File: config.mk
export PLATFORM = sky130hd
export DESIGN_NAME = fp_datapath
export DESIGN_NICKNAME = d
export VERILOG_FILES = /design/src/rtl/fp_datapath.sv
export SDC_FILE = /design/constraint.sdc
export NUM_CORES = 1
export LEC_CHECK = 0
export CAP_MARGIN = 40
export CORE_ASPECT_RATIO = 0.7
export CORE_MARGIN = 1.5
export CORE_UTILIZATION = 49
export DETAILED_ROUTE_END_ITERATION = 16
export PLACE_DENSITY = 0.78
export SLEW_MARGIN = 20
export SYNTH_ARGS = -nofsm -noshare
export SYNTH_HDL_FRONTEND = slang
export SYNTH_SLANG_ARGS = --single-unit
File: constraint.sdc
create_clock -name clk -period 6.5 [get_ports clk]
set_input_delay 0.65 -clock clk [delete_from_list [all_inputs] [get_ports clk]]
set_output_delay 0.65 -clock clk [all_outputs]
set_load 0.1 [all_outputs]
File: src/rtl/fp_datapath.sv
// Register file plus integer ALU datapath for the FP square-root unit; 8 entries, 2 read / 1 write.
// Latency: reads, ALU, flags and data_o are combinational; register writes land on the rising clk edge.
// Backpressure: none; the external controller drives every control input every cycle.
module fp_datapath #(
    parameter int DATA_WIDTH = 32,
    parameter int ADDR_WIDTH = 3
) (
    input  logic                  clk,
    input  logic                  rst_n,
    input  logic                  IE,
    input  logic                  WE,
    input  logic                  OE,
    input  logic [ADDR_WIDTH-1:0] ADDR_WR,
    input  logic [ADDR_WIDTH-1:0] ADDR_RDA,
    input  logic [ADDR_WIDTH-1:0] ADDR_RDB,
    input  logic [1:0]            ALU_Op,
    input  logic [DATA_WIDTH-1:0] data_i,
    output logic [DATA_WIDTH-1:0] data_o,
    output logic                  negative_o,
    output logic                  zero_o
);

    localparam int NUM_REGS = 2 ** ADDR_WIDTH;

    typedef enum logic [1:0] {
        OP_ADD  = 2'b00,
        OP_SUB  = 2'b01,
        OP_SHR  = 2'b10,
        OP_PASS = 2'b11
    } alu_op_e;

    logic [DATA_WIDTH-1:0] regs_q [NUM_REGS];
    logic [DATA_WIDTH-1:0] opnd_a;
    logic [DATA_WIDTH-1:0] opnd_b;
    logic [DATA_WIDTH-1:0] alu_result;
    logic [DATA_WIDTH-1:0] wr_data_d;

    // No write bypass: reads always see the pre-edge contents.
    assign opnd_a = regs_q[ADDR_RDA];
    assign opnd_b = regs_q[ADDR_RDB];

    always_comb begin
        alu_result = '0;
        case (alu_op_e'(ALU_Op))
            OP_ADD:  alu_result = opnd_a + opnd_b;
            OP_SUB:  alu_result = opnd_a - opnd_b;
            OP_SHR:  alu_result = {1'b0, opnd_a[DATA_WIDTH-1:1]};
            OP_PASS: alu_result = opnd_a;
            default: alu_result = '0;
        endcase
    end

    assign wr_data_d = IE ? data_i : alu_result;

    always_ff @(posedge clk or negedge rst_n) begin
        if (!rst_n) begin
            for (int i = 0; i < NUM_REGS; i++) begin
                regs_q[i] <= '0;
            end
        end else if (WE) begin
            regs_q[ADDR_WR] <= wr_data_d;
        end
    end

    assign data_o     = OE ? alu_result : '0;
    assign negative_o = alu_result[DATA_WIDTH-1];
    assign zero_o     = (alu_result == '0);

endmodule

[After elaboration in Yosys (flattened, before gate mapping)]
Cells that the tools add are included.
Operators by class
  bitwise gates (word level): 3
  mux-type cells: 12
  reduce and logical (&&, ||, !) cells: 3
  add/subtract/negate cells: 2
  equal/unequal tests: 3
  magnitude comparators: 4
Operator list (number)
  $bwmux 256: 1
  $mux 32: 7
  $bmux 32 s3: 2
  $pmux 32 s4: 1
  $demux 32 s3: 1
  $add 32x32->32: 1
  $logic_not 32->1: 1
  $sub 32x32->32: 1
  $ge 4x4->1 const B: 3
  $not 3->4: 3
  $eq 2x2->1 const B: 2
  $lt 4x1->1 const B: 1
  $eq 2x1->1 const B: 1
  $logic_not 2->1: 1
  $logic_and 1x1->1: 1
Word-level totals
  output and inout bits: 34
  flip-flop bits (word level): 256
  word-level logic and storage cells: 35

[Logic depth before layout (Yosys ltp)]
  depth in word-level cells: 8
  depth in mapped cells: 27
  mapped depth without buffers: 20

[Least setup slack after synthesis]
OpenSTA, ideal clock, no wires.
  path kind: input -> output
  start: input port ADDR_RDB[2]
  end: output port zero_o
  cell stages on the path: 24
  data required time: 5850 ps
  arrival: 7212 ps
  slack: -1362 ps
  path through: clkbuf_1 -> clkbuf_1 -> buf_2 -> mux2i_1 -> nand2_1 -> mux4_2 -> nor2_1 -> nand2_1 -> or2_2 -> nor2_1 -> nor2_1 -> xor2_1 -> ha_1 -> clkbuf_1 -> nand2_1 -> o21ai_0 -> a31o_2 -> a31oi_1 -> o21bai_1 -> o311ai_0 -> xnor2_1 -> o21ai_0 -> or2_2 -> nor4_2
Between the ends
  word-level cells in the longest chain between the ends: 7
  elaborated cells on any way between the ends: 8
  classes of those cells: add/sub: 2; mux: 4; bitwise: 1; reduce/logical: 1
RTL lines
  start, declared: line 15  | input logic [ADDR_WIDTH-1:0] ADDR_RDB,
  $not 3->4 (not written as such) *: line 40  | assign opnd_b = regs_q[ADDR_RDB];
  $bmux 32 s3 *: line 40
  $mux 32 (not written as such) * (2 in series): line 40
  $sub 32x32->32 or $add 32x32->32 (tied branches): line 46, 45
  $pmux 32 s4 *: line 44  | case (alu_op_e'(ALU_Op))
  $logic_not 32->1 *: line 67  | assign zero_o = (alu_result == '0);
  end, declared: line 20  | output logic zero_o
Mark *: on every way between the ends. The rest lies on a longest branch, timed or not. The select of a mux whose other input is x is not followed.

[Worst setup path after layout]
Same ends and word-level chain as after synthesis.

==> results by group <==
Setup path
  • Worst setup EP type: output pin
  • Data arrival, critical path: just under 6 ns
  • Highest cell delay on the worst timing path: 0.38 ns
  • Crit Reg-Reg Endpoint: regs_q[55]$_DFFE_PN0P_
  • Crit path cell chain: buf_6 -> buf_4 -> mux2i_1 -> and2_1 -> mux4_2 -> nand4_1 -> or2_4 -> o21ai_1 -> xor2_1 -> ha_2 -> a21oi_1 -> o21ai_0 -> and3_1 -> a211o_1 -> o211ai_1 -> nand3_1 -> or3_4 -> nor4_4 -> nand4b_1 -> nor4_4 -> buf_12
  • Critical Path Start: ADDR_RDB[2]
  • Critical path type: in2out
  • RR Startpoint: regs_q[46]$_DFFE_PN0P_
  • Data required time of the worst path: a little under 6 ns
  • Setup crit start kind: primary input
  • Reg2Reg Setup Slack: 1.20 ns
  • Worst Path Max Fanout: 16
  • Worst path most repeated cell: nor4_4
  • Setup crit end: zero_o
  • Depth of the most critical reg-to-reg path: 20
  • Slowest cell on the critical path: or3_4

Drt
  • Wire per inst: between 20 and 25 um
  • Post-DR vias/cell: roughly 6.3
  • Antenna Nets Post-Route: 0
  • Routed WL: 57,780 um
  • Via count: approximately 16,000
  • Detailed Routing Iterations Pass 1: 6
  • Drc violations: 0
  • First DRT Iteration DRCs: slightly above 2,000

Floorplan
  • Initial Util: 49.70%
  • Die height: between 150 and 200 um
  • Die Footprint: 36,230 um2
  • Rows: 57
  • Die W: 226.9 um
  • Core area: 34,590 um2
  • Ports: 82

Yosys
  • Post-Synth XOR/XNOR Area: 2.293%
  • Sequential share of the synthesized area: 37.27%
  • Top FF cell, synth: dfrtp_1
  • Synth area leaders: dfrtp_1 37%, mux4_2 13%, o21ai_0 8.6%
  • Simple-gate share of the synthesized area: 15.27%
  • Synth cell count leaders: 346 x nand2_1, 297 x o21ai_0, 256 x dfrtp_1
  • Total number of yosys warnings: 0
  • Cell area after synthesis: between 15,000 and 20,000 um2
  • Count leader, synth: nand2_1
  • Ys async rst share: 100.0%
  • Yosys cell types: 79
  • Post-synthesis compound-gate area fraction: 16.18%
  • Mux contribution to synthesized area: 22.75%
  • Synth area leader: dfrtp_1
  • Avg Cell Area, Syn: 9.456 um2
  • Main combinational cell family by area after synthesis: multiplexers
  • Seq cells post-synth: 256
  • Post-synthesis adder-cell area fraction: 2.446%
  • Post-synthesis cell count: 1,818
  • Share of Yosys cell area claimed by the top area cell type: 37.27%
  • Syn nets: about 1,900
  • Number of flops mapped to enable cells by yosys: 0

Timing
  • Hold violation count in the final report: 0
  • Slew Viols, Final: 0
  • Total negative slack: 0 ns
  • Clock Skews: between 0.015 and 0.02 ns
  • Period utilization: 98.83%
  • Final setup vio count: 0
  • Rel. slew slack: 36.78%
  • Fmax: 155.7 MHz
  • Tightest Pin Transition: 0.9484 ns
  • Worst hold slack: 0.1425 ns
  • Worst setup margin: 0.07632 ns
  • RSZ-0062 raised after global routing: true
  • Post-route minimum period: 6.424 ns

Clocking
  • # H-tree levels: 1
  • Clk_lat worst skew: 0.57 ns
  • Clock slew seen by the registers of the worst setup and hold paths: roughly 0.060 ns
  • Root Buffer: clkbuf_16
  • CTS tree: built
  • Clk sinks: approximately 260
  • Num CTS Buffers: 28
  • Max clock buf depth: 3

Run status
  • Status: completed

Global route
  • GRT Residual Overflow: 0
  • Initial antenna violation count: 3
  • Global Route met1 Usage: approximately 46%
  • First-pass GRT wire length: 89,130 um
  • Vias in the first global route: 15,430
  • Largest net degree at the start of global routing: 138
  • Gr usage total: 32.05%
  • Grt peak-use layer: met1
  • M2 GR Usage: 44.75%
  • Met3 GRT Util: 14.66%

Pwr
  • Pwr Density: 487.4 nW/um2
  • Leakage: 9.544 nW
  • Design Power: 0.01036 W
  • Worst VDD drop: 0.1914 mV

Cells and area
  • Fill cell count: between 2,000 and 3,000
  • Final instance area: 21,250 um2
  • Top flop regs: regs_q (256)
  • Reg area: 6406 um2
  • Area of the multi-input gates: 10,360 um2
  • Share of layout cells above drive strength 1: 23.77%
  • Biggest register: regs_q
  • Max reg flops: approximately 260
  • Synthesis-to-finish area growth: 23.62%
  • Layout Nets: 2,101

Placed design
  • Port buffer count: 81
  • Half-perimeter wire length after placement: 41,510 um
  • Placement Setup Slack: -0.1644 ns
  • Area post-placement: 20,020 um2
  • Gpl congestion: 0.9481

Worst hold path
  • Min-delay worst type: in2async

Run
  • Max-cap check violation count: 0
## power breakdown
| group | switching [W] | internal (W) |
|---|---|---|
| Clock | 0.000669 | 0.000959 |
| Sequential | 0.000536 | 0.00216 |
| Combinational | 0.00345 | 0.00258 |
| Total | 0.00466 | 0.00570 |
## metal layers
metal | vias to the layer above | part of all wire [%]
met5 | - | 0.093
met4 | 10 | 1.9
met3 | 115 | 15
met2 | 975 | 41
met1 | 7731 | 41
li1 | 7052 | -
## layout by cell type, fill, tap and decap left out, types with 18 or more instances in the layout
cell / n
xnor2_1: 20
mux2i_1: 126
nor2_1: 72
nor3_1: 22
buf_12: 32
inv_1: 31
clkbuf_16: 28
clkdlybuf4s50_1: 39
nand2_1: 342
dfrtp_1: 256
mux4_2: 103
ha_1: 30
xor2_1: 25
and2_1: 29
a21oi_1: 60
buf_4: 209
o21ai_0: 287
a31oi_1: 18
## timing repair
| action | 4_1_cts | 5_1_grt |
|---|---|---|
| setup buffers | 0 | 10 |
| hold endpoints to repair | 0 | 0 |
| gates cloned | 0 | 0 |
| pin swaps | 2 | 12 |
| resized for setup | 12 | 36 |
| hold buffers | 0 | 0 |
| endpoints found under the setup margin | 4 | 5 |
## per-stage QoR
stage / cells / util [%]
after floorplan: 1818 / -
final: 2513 / 61.44
after global placement: 2441 / 57.73
after global routing: 2512 / 61.43
after detailed placement: 2446 / 57.88
after CTS: 2496 / 60.72
## cell families (layout without fill, tap and decap cells)
group,count (synthesis),in the layout
AOI/OAI and AO/OA,482,482
xor gates and xnor gates,45,45
adders and majority gates,33,33
buffers and inverters,162,384
DFF,256,256
muxes,250,250
other,0,1
and+or+nand+nor,590,590
## cell type report
class                           instances  share of cell area, %
Clock inverter                         11                 0.5888
Sequential cell                       256                  30.15
Inverter                               35                 0.6182
Multi-Input combinational cell       1400                  48.75
Tap cell                              472                  2.779
Antenna cell                            1                0.01178
Clock buffer                           39                  3.868
Timing Repair Buffer                  299                  13.24
## worst min-delay path by stage
| stage | slack [ns] | end | cells past startpoint |
|---|---|---|---|
| finish | 0.14 | regs_q[42]$_DFFE_PN0P_ | 1 |
| global route | 0.26 | regs_q[42]$_DFFE_PN0P_ | 1 |
| CTS | 0.22 | regs_q[42]$_DFFE_PN0P_ | 1 |
| detailed placement | 0.49 | regs_q[222]$_DFFE_PN0P_ | 2 |
| global placement | 0.47 | regs_q[45]$_DFFE_PN0P_ | 2 |
| floorplan | 0.35 | regs_q[0]$_DFFE_PN0P_ | 0 |
## critical path, delay by kind of cell
kind,cells,cell delay (ns)
xor gates and xnor gates,1,0.23
and+or+nand+nor,9,2.29
adders and majority gates,1,0.36
AOI/OAI and AO/OA,5,1.11
muxes,2,0.51
buffers and inverters,3,0.60
Note: power is estimated with default switching activity, not from simulation.
